### config.mk
export PLATFORM = sky130hd
export DESIGN_NAME = joypad_reader
export DESIGN_NICKNAME = d
export VERILOG_FILES = /design/src/rtl/nes_pkg.sv /design/src/rtl/sync_2ff.sv /design/src/rtl/joypad_reader.sv
export SDC_FILE = /design/constraint.sdc
export NUM_CORES = 1
export LEC_CHECK = 0
export CAP_MARGIN = 20
export CORE_MARGIN = 3
export CORE_UTILIZATION = 45
export CTS_BUF_LIST = sky130_fd_sc_hd__clkbuf_8 sky130_fd_sc_hd__clkbuf_16
export CTS_CLUSTER_SIZE = 28
export DETAILED_ROUTE_END_ITERATION = 6
export PLACE_DENSITY = 0.69
export SETUP_SLACK_MARGIN = 0.15
export SLEW_MARGIN = 20
export SYNTH_ARGS = -nofsm -noshare
export SYNTH_HDL_FRONTEND = slang
export SYNTH_SLANG_ARGS = --single-unit
export TNS_END_PERCENT = 1
### constraint.sdc
create_clock -name CLOCK_50 -period 1.8 [get_ports CLOCK_50]
set_input_delay 0.18 -clock CLOCK_50 [delete_from_list [all_inputs] [get_ports CLOCK_50]]
set_output_delay 0.18 -clock CLOCK_50 [all_outputs]
set_load 0.005 [all_outputs]
### src/rtl/nes_pkg.sv
// Shared NES controller definitions: reader FSM states and button bit positions.
package nes_pkg;

  typedef enum logic [2:0] {
    ST_IDLE,
    ST_LATCH,
    ST_LOW,
    ST_HIGH,
    ST_DONE
  } joy_state_t;

  localparam int unsigned NUM_BUTTONS = 8;

  localparam int unsigned BTN_A      = 0;
  localparam int unsigned BTN_B      = 1;
  localparam int unsigned BTN_SELECT = 2;
  localparam int unsigned BTN_START  = 3;
  localparam int unsigned BTN_UP     = 4;
  localparam int unsigned BTN_DOWN   = 5;
  localparam int unsigned BTN_LEFT   = 6;
  localparam int unsigned BTN_RIGHT  = 7;

  // Counter width able to hold 0..n-1, never narrower than one bit.
  function automatic int unsigned cnt_width(input int unsigned n);
    return (n > 1) ? $clog2(n) : 1;
  endfunction

endpackage

### src/rtl/sync_2ff.sv
// Two-flop synchronizer for a single asynchronous input bit.
module sync_2ff #(
  parameter logic RST_VAL = 1'b1
) (
  input  logic i_clk,
  input  logic i_rst,
  input  logic i_d,
  output logic o_q
);

  logic r_meta;
  logic r_sync;

  always_ff @(posedge i_clk or posedge i_rst) begin
    if (i_rst) begin
      r_meta <= RST_VAL;
      r_sync <= RST_VAL;
    end else begin
      r_meta <= i_d;
      r_sync <= r_meta;
    end
  end

  assign o_q = r_sync;

endmodule

### src/rtl/joypad_reader.sv
// NES joypad poller: latch pulse, 7 shift clocks, 8 serial bits LSB first.
// Define JOYPAD_DEBOUNCE_EN to accept a frame only when it repeats the previous raw frame.
module joypad_reader
  import nes_pkg::*;
#(
  parameter int unsigned LATCH_CYCLES = 600,
  parameter int unsigned HALF_CYCLES  = 300,
  parameter int unsigned POLL_CYCLES  = 833333
) (
  input  logic       CLOCK_50,
  input  logic       reset,
  input  logic       poll_req,
  input  logic       pad_data_n,
  output logic       pad_latch,
  output logic       pad_clk,
  output logic [7:0] buttons,
  output logic       buttons_valid,
  output logic       busy
);

  localparam int unsigned TW        = cnt_width(POLL_CYCLES);
  localparam int unsigned PHASE_MAX = (LATCH_CYCLES > HALF_CYCLES) ? LATCH_CYCLES : HALF_CYCLES;
  localparam int unsigned CW        = cnt_width(PHASE_MAX);

  localparam logic [TW-1:0] TIMER_LAST = TW'(POLL_CYCLES - 1);
  localparam logic [CW-1:0] LATCH_LAST = CW'(LATCH_CYCLES - 1);
  localparam logic [CW-1:0] HALF_LAST  = CW'(HALF_CYCLES - 1);

  joy_state_t             r_state;
  joy_state_t             w_state_next;
  logic [TW-1:0]          r_timer;
  logic [CW-1:0]          r_cnt;
  logic [CW-1:0]          w_cnt_next;
  logic [2:0]             r_bit;
  logic [2:0]             w_bit_next;
  logic [NUM_BUTTONS-1:0] r_shift;
  logic [NUM_BUTTONS-1:0] w_shift_next;
  logic [NUM_BUTTONS-1:0] r_buttons;
  logic                   r_valid;
  logic                   r_latch;
  logic                   r_clk;
  logic                   r_busy;
  logic                   w_load;
  logic                   w_data_n;
  logic                   w_wrap;
  logic                   w_trigger;
`ifdef JOYPAD_DEBOUNCE_EN
  logic [NUM_BUTTONS-1:0] r_prev_raw;
`endif

  sync_2ff #(.RST_VAL(1'b1)) u_sync (
    .i_clk (CLOCK_50),
    .i_rst (reset),
    .i_d   (pad_data_n),
    .o_q   (w_data_n)
  );

  assign w_wrap    = (r_timer == TIMER_LAST);
  assign w_trigger = poll_req | w_wrap;

  always_ff @(posedge CLOCK_50 or posedge reset) begin
    if (reset)       r_timer <= '0;
    else if (w_wrap) r_timer <= '0;
    else             r_timer <= r_timer + 1'b1;
  end

  always_comb begin
    w_state_next = r_state;
    w_cnt_next   = r_cnt + 1'b1;
    w_bit_next   = r_bit;
    w_shift_next = r_shift;
    w_load       = 1'b0;
    unique case (r_state)
      ST_IDLE: begin
        w_cnt_next = '0;
        if (w_trigger) begin
          w_state_next = ST_LATCH;
          w_bit_next   = 3'(BTN_A);
        end
      end
      ST_LATCH: begin
        if (r_cnt == LATCH_LAST) begin
          w_state_next = ST_LOW;
          w_cnt_next   = '0;
        end
      end
      ST_LOW: begin
        if (r_cnt == HALF_LAST) begin
          w_cnt_next            = '0;
          w_shift_next[r_bit]   = ~w_data_n;
          if (r_bit == 3'(BTN_RIGHT)) begin
            w_state_next = ST_DONE;
            w_load       = 1'b1;
          end else begin
            w_state_next = ST_HIGH;
            w_bit_next   = r_bit + 3'd1;
          end
        end
      end
      ST_HIGH: begin
        if (r_cnt == HALF_LAST) begin
          w_state_next = ST_LOW;
          w_cnt_next   = '0;
        end
      end
      ST_DONE: begin
        w_state_next = ST_IDLE;
        w_cnt_next   = '0;
      end
      default: begin
        w_state_next = ST_IDLE;
        w_cnt_next   = '0;
      end
    endcase
  end

  // Strobes are registered from the next state so the pad sees glitch-free edges.
  always_ff @(posedge CLOCK_50 or posedge reset) begin
    if (reset) begin
      r_state <= ST_IDLE;
      r_cnt   <= '0;
      r_bit   <= '0;
      r_shift <= '0;
      r_latch <= 1'b0;
      r_clk   <= 1'b0;
      r_busy  <= 1'b0;
    end else begin
      r_state <= w_state_next;
      r_cnt   <= w_cnt_next;
      r_bit   <= w_bit_next;
      r_shift <= w_shift_next;
      r_latch <= (w_state_next == ST_LATCH);
      r_clk   <= (w_state_next == ST_HIGH);
      r_busy  <= (w_state_next != ST_IDLE);
    end
  end

  // Frame is captured on entry to DONE so buttons and buttons_valid coincide with that cycle.
  always_ff @(posedge CLOCK_50 or posedge reset) begin
    if (reset) begin
      r_buttons  <= '0;
      r_valid    <= 1'b0;
`ifdef JOYPAD_DEBOUNCE_EN
      r_prev_raw <= '0;
`endif
    end else begin
`ifdef JOYPAD_DEBOUNCE_EN
      r_valid <= 1'b0;
      if (w_load) begin
        r_prev_raw <= w_shift_next;
        if (w_shift_next == r_prev_raw) begin
          r_buttons <= w_shift_next;
          r_valid   <= 1'b1;
        end
      end
`else
      r_valid <= w_load;
      if (w_load) r_buttons <= w_shift_next;
`endif
    end
  end

  assign pad_latch     = r_latch;
  assign pad_clk       = r_clk;
  assign busy          = r_busy;
  assign buttons       = r_buttons;
  assign buttons_valid = r_valid;

endmodule
==> results.md, run 1 <==
- Skew-Pair Late Insertion Delay: 0.33 ns
- Endpoints failing hold: 0
- Worst-case clock buffer depth: 2
- Worst Path Arrival: 1.92 ns
- Total Die Area: 0.007133 mm²
- FILL cells: 501
- Vias: 1952
- CP max stage delay: 0.39 ns
- Final Max Slew Viols: 0
- Post-synth top area cell: dfrtp_1
- DP Wirelength: 3517 µm
- Worst Path Max Fanout: 5
- Sinks on Clock Net: 58
- Avg Synthesized Cell Area: 10.34 µm²
- Setup Viol. Count Final: 0
- Multi-input gate area: 0.001270 mm²
- Commonest cells post-synth: dfrtp_1 (56), nor2_1 (39), nand2_1 (22)
- DIE HEIGHT: 84.46 µm
- Post-layout util: 58.74%
- Post-synthesis sequential area ratio: 52.48%
- Worst IR Drop VDD: 0.0006466 V
- CTS Buf Count: 9
- Min Tclk post-route: 1.717 ns
- Synth-to-Final Area Change: 21.77%
- Global-route wire length before repair: 9232 µm
- Max Cap Viol: 0
- Site row count: 27
- Ys Warns: 0
- Slowest CP cell: dfrtp_1
- Post-synth top flop: dfrtp_1
- Post-Place Cells: 364
- Most frequent cell after synthesis: dfrtp_1
- Setup WS post-layout: 0.08344 ns
- Largest net degree at the start of global routing: 28
- Rel. slew slack: 69.16%
- Number of global-route vias before repair: 1923
- Core area: 0.005743 mm²
- # diodes: 0
- Initial DRC count: 66
- Setup TNS Final: 0 ns
- Antenna viol nets, final: 0
- GRT Util Overall: 16.25%
- Mapped Nets: 277
- Mapped Cells: 268
- Post-CTS Hold Fix Bufs: 0
- Post-Syn Area: 0.002770 mm²
- Critical path depth in cells: 6
- Hold Path Class: in -> async
- RSZ-0062 raised after global routing: yes
- Grt ovf: 0
- Nets: 314
- Share of layout cells above drive strength 1: 16.77%
- FF/Latch Area: 0.001454 mm²
- LEAKAGE: 1.625 nW
- Skew final: 0.01057 ns
- Io pins: 16
- Initial antenna violation count: 0
- Yosys reg bits: 58
- Starting Density: 48.24%
- Worst path buffer plus inverter count: 0
- DRC Markers: 0
- Vias per cell: 5.110
- Tightest Pin Transition: 0.4620 ns
- Status: finished clean
- Largest delay share family, worst path: simple AND/OR/NAND/NOR gates
- Post-synth cell types: 44
- Period utilization: 95.36%
- Root Driver: clkbuf_8
- H-tree Lvls: 3
- DR WL/cell: 13.32 µm
- CTS tree: built
- Port Buffers: 15
- Non-Filler Instances: 382
- Worst-path clk slew: 0.07 ns
- Synth top area share: 50.59%
- First-pass DRT Iterations: 4
- CP Launch Type: flip-flop
- Crit-path cells: ha_4 > and4bb_2 > nand4_2 > or2_1 > nor2_1 > mux2_1
- CP Capture Type: flip-flop
- Post-synth EDFFs: 0
- Hold_ws: 0.1739 ns
- Dominant cells by area after synthesis: dfrtp_1 (51%), nor2_1 (5.3%), xnor2_1 (4.4%), mux2i_1 (4.0%), xor2_1 (3.5%)
- Setup Slack @ Placement: 0.06002 ns
- Max Fclk: 0.5826 GHz
- GP Congestion: 0.7937
- Async SR Flop Fraction: 100.0%
- Power density over the cells: 907.7 mW/mm²
- Worst Path Required: 2.01 ns
- Total wire length: 5090 µm
- R2R depth: 6
- Die width: 84.46 µm
- Setup CP Type: reg -> reg
## registers in the layout (all words and copies together) (netlist names)
signal         count
r_bit              3
r_shift            8
pad_latch          1
u_sync.r_meta      1
u_sync.o_q         1
pad_clk            1
buttons_valid      1
r_timer           20
buttons            8
r_state            3
r_cnt             10
busy               1
## layout make-up
cell class                 count  share of cell area (%)
inverter                      13                   1.447
clock buffer                  10                   4.080
clock inverter                 6                   1.706
tap                           72                   2.671
multi-input combinational    191                   37.65
sequential                    58                   43.10
timing repair buffer          32                   9.347
## what timing repair did
item | CTS | global route
resized for setup | 2 | 3
pin swaps | 2 | 1
setup buffers | 2 | 0
endpoints found under the setup margin | 8 | 41
## power breakdown
part	leakage [nW]	internal, W	switching [W]
clock	0.107	0.000667	0.000517
sequential	0.755	0.00139	0.0000959
combinational	0.763	0.000187	0.000205
## cell usage in the layout, fill, tap and decap left out, types with 4 or more instances in the layout
cell	n
clkbuf_8	10
ha_1	4
nor2b_1	5
o21ai_0	9
mux2i_1	11
clkdlybuf4s50_1	15
xnor2_1	14
buf_4	14
dfrtp_1	56
nor2_1	39
inv_1	13
xor2_1	11
nand2_1	22
and3_1	7
a21oi_1	5
nand4_1	4
nand3_1	18
## routing by layer
layer / up-vias / routed length, µm / track usage [%]
met4: 0 / 24 / 4.748
met3: 2 / 200 / 6.183
met2: 33 / 2302 / 23.60
met5: - / 0 / 0
li1: 985 / - / -
met1: 932 / 2562 / 22.72
## final timing paths
path / from / end / slack [ns]
worst max-delay path: r_cnt[0]$_DFF_PP0_ / r_shift[1]$_DFF_PP0_ / 0.08
worst min-delay path: reset / r_timer[18]$_DFF_PP0_ / 0.17
worst max register to register: r_cnt[0]$_DFF_PP0_ / r_shift[1]$_DFF_PP0_ / 0.08
worst min register to register: u_sync.r_meta$_DFF_PP1_ / u_sync.o_q$_DFF_PP1_ / 0.36
max in group asynchronous: reset / buttons[1]$_DFFE_PP0P_ / 1.07
min in group CLOCK_50: pad_data_n / u_sync.r_meta$_DFF_PP1_ / 0.26
## logic make-up after synthesis
| kind of cell | Yosys count | synth area share [%] |
|---|---|---|
| AND/OR/NAND/NOR | 124 | 23.67 |
| flip-flops | 58 | 52.48 |
| XOR/XNOR | 25 | 7.904 |
| AO/OA/AOI/OAI | 21 | 4.698 |
| buffers and inverters | 19 | 2.981 |
| multiplexers | 16 | 6.007 |
| adder cells (fa/ha/maj) | 5 | 2.258 |
## stage by stage
stage	total power [W]	cell area (µm²)
2_1_floorplan	0.001751	2783
3_3_place_gp	0.001879	3139
3_5_place_dp	0.001889	3139
4_1_cts	0.003104	3359
5_1_grt	0.003235	3373
6_report	0.003062	3373
Power figures use the tool's default switching activity.
==> inputs of run 2 (changes only) <==
- PLACE_DENSITY: 0.69 -> 0.65
- REMOVE_ABC_BUFFERS: unset -> 1
==> run 2 against run 1 <==
Effect of this change: global-route usage rose by 0.23 points; final area rose by 0.56%; largest cell class unchanged; sequential power barely moved; largest power group unchanged.
==> results.md, run 2 (synthesis gave the netlist of run 1 again) <==
- Gate power share: 15.1% (+2.3 points)
- CTS tree: built
- Flop2flop setup slack: 0.08 ns (about the same)
- Clk pwr share: 38.8% (about the same)
- LEAKAGE: 1.628 nW (+0.16%)
- Post-Place Cells: 366 (+0.55%)
- Sinks on Clock Net: 58 (unchanged)
- Global-route wire length before repair: 9487 µm (+2.8%)
- Total wire length: 5196 µm (+2.1%)
- NetSw: 0.0008113 W (-0.73%)
- Core area: 0.005743 mm² (unchanged)
- Total chip power: 0.003162 W (+3.3%)
- Setup Viol. Count Final: 0 (unchanged)
- Most frequent cells in the layout: dfrtp_1 (56), nor2_1 (37), nand2_1 (22)
- RSZ-0062 raised after global routing: yes
- Rel. slew slack: 73.83% (+4.7 points)
- Antenna viol nets, final: 0 (unchanged)
- Number of global-route vias before repair: 2012 (+4.6%)
- Sw frac: 25.66% (-1.0 points)
- DRC Markers: 0 (unchanged)
- Initial antenna violation count: 0 (unchanged)
- Total Die Area: 0.007133 mm² (unchanged)
- Max Fclk: 0.5798 GHz (-0.47%)
- DP Wirelength: 3639 µm (+3.5%)
- Commonest non-fill, non-tap cell in the layout: dfrtp_1
- Max Cap Viol: 0 (unchanged)
- Worst Path Arrival: 1.94 ns (+0.02 ns)
- Reg power frac: 46.1% (-2.5 points)
- Reg2reg start: r_cnt[1]$_DFF_PP0_
- Worst Path Required: 2.02 ns (about the same)
- Initial DRC count: 73 (+11%)
- Starting Density: 48.24% (unchanged)
- Nets: 315 (+0.32%)
- Worst IR Drop VDD: 0.0007699 V (+19%)
- CP Launch Type: flip-flop
- Share of layout cells above drive strength 1: 18.33% (+1.6 points)
- Io pins: 16 (unchanged)
- Site row count: 27 (unchanged)
- FILL cells: 508 (+1.4%)
- Tightest Pin Transition: 0.3920 ns (-0.07000 ns)
- Worst-case clock buffer depth: 2 (unchanged)
- CTS Buf Count: 9 (unchanged)
- Port Buffers: 15 (unchanged)
- First-pass DRT Iterations: 4 (unchanged)
- Synth-to-Final Area Change: 22.45%
- DIE HEIGHT: 84.46 µm (unchanged)
- Status: finished clean
- Post-CTS Hold Fix Bufs: 0 (unchanged)
- Worst-path clk slew: 0.07 ns (about the same)
- Die width: 84.46 µm (unchanged)
- Max reg flops: 20 (unchanged)
- Root Driver: clkbuf_8
- GP Congestion: 0.7853 (-1.1%)
- Period utilization: 95.82% (+0.45 points)
- H-tree Lvls: 3 (unchanged)
- Skew final: 0.01220 ns (+0.001637 ns)
- Setup CP Type: reg -> reg
- # diodes: 0 (unchanged)
- Grt ovf: 0 (unchanged)
- FF/Latch Area: 0.001454 mm² (unchanged)
- DR WL/cell: 13.57 µm (+1.8%)
- Final Max Slew Viols: 0 (unchanged)
- Vias per cell: 5.104 (-0.11%)
- Worst Path Max Fanout: 4 (-1)
- Worst r2r dst: r_shift[0]$_DFF_PP0_
- Endpoints failing hold: 0 (unchanged)
- Largest net degree at the start of global routing: 43 (+54%)
- Largest register by flop count: r_timer
- Internal Pwr Total: 0.002350 W (+4.7%)
- Post-layout util: 59.06% (+0.33 points)
- Power density over the cells: 932.0 mW/mm² (+2.7%)
- CP Capture Type: flip-flop
- Min Tclk post-route: 1.725 ns (+0.008145 ns)
- GRT Util Overall: 16.48% (+0.23 points)
- Skew-Pair Late Insertion Delay: 0.33 ns (about the same)
- Vias: 1955 (+0.15%)
- R2R depth: 6 (unchanged)
- Non-Filler Instances: 383 (+0.26%)
- Hold Path Class: in -> async
- Largest regs: r_timer: 20 flops, r_cnt: 10 flops
- Multi-input gate area: 0.001281 mm² (+0.89%)
## run 2: cell count changes in the layout (fill, tap and decap cells not counted), sizes merged
cell and change:
clkinv -3, inv +1, clkbuf +2, buf +1
## run 2: routing by layer
layer / vias up / wire length, µm / global-route usage, %
li1: 989 / - / -
met1: 940 / 2460 / 21.43
met2: 21 / 2509 / 26.33
met3: 5 / 178 / 5.888
met4: 0 / 47 / 4.317
met5: - / 0 / 0
## run 2: how the worst max path moves through the flow
| stage | startpoint | cells after the start | endpoint |
|---|---|---|---|
| after detailed placement | r_cnt[0]$_DFF_PP0_ | 6 | r_shift[7]$_DFF_PP0_ |
| after global routing | r_cnt[6]$_DFF_PP0_ | 5 | r_shift[7]$_DFF_PP0_ |
| after CTS | r_cnt[0]$_DFF_PP0_ | 6 | r_shift[0]$_DFF_PP0_ |
| final | r_cnt[1]$_DFF_PP0_ | 6 | r_shift[0]$_DFF_PP0_ |
| after floorplan | r_cnt[0]$_DFF_PP0_ | 6 | r_shift[0]$_DFF_PP0_ |
| after global placement | r_cnt[0]$_DFF_PP0_ | 6 | r_shift[7]$_DFF_PP0_ |
## run 2: worst max-delay path: stages (launching register included)
cell and delay, ns:
dfrtp_1 0.35, ha_2 0.20, and4bb_2 0.24, nand4_2 0.10, or2_4 0.27, nor3_4 0.13
mux2_4 0.31
## run 2: repair_timing
item / CTS / global route
setup endpoints to repair: 15 / 32
pin swaps: 0 / 4
gates resized for setup: 2 / 11
buffers inserted: 1 / 0
## run 2: area by class of cell
class / instances / share of cell area, %
clock buffer: 12 / 4.869
clock inverter: 4 / 1.254
inverter: 13 / 1.439
multi-input combinational: 191 / 37.77
sequential: 58 / 42.86
tap: 72 / 2.656
timing repair buffer: 33 / 9.148
## run 2: power groups by stage
stage	logic (W)	clock network, W	registers, W
2_1_floorplan	0.000222	0	0.00151
3_3_place_gp	0.000459	0	0.00148
3_5_place_dp	0.000469	0	0.00148
4_1_cts	0.000478	0.00125	0.00146
5_1_grt	0.000533	0.00132	0.00147
6_report	0.000476	0.00123	0.00146
## run 2: per-stage QoR
stage	TNS [ns]	worst slack [ns]	hold WS (ns)	cell area, µm²
finish	0	0.07529	0.1463	3392
floorplan	-0.005925	-0.005925	0.1845	2736
detailed placement	0	0.02973	0.3495	3129
CTS	0	0.05334	0.1486	3352
global placement	0	0.08773	0.3457	3129
global route	-0.08444	-0.03178	0.1663	3392
==> inputs of run 3 (changes only) <==
- HOLD_SLACK_MARGIN: unset -> 0.1
==> results of run 3 <==
The final DEF is identical to that of run 2; final timing and power are the same.
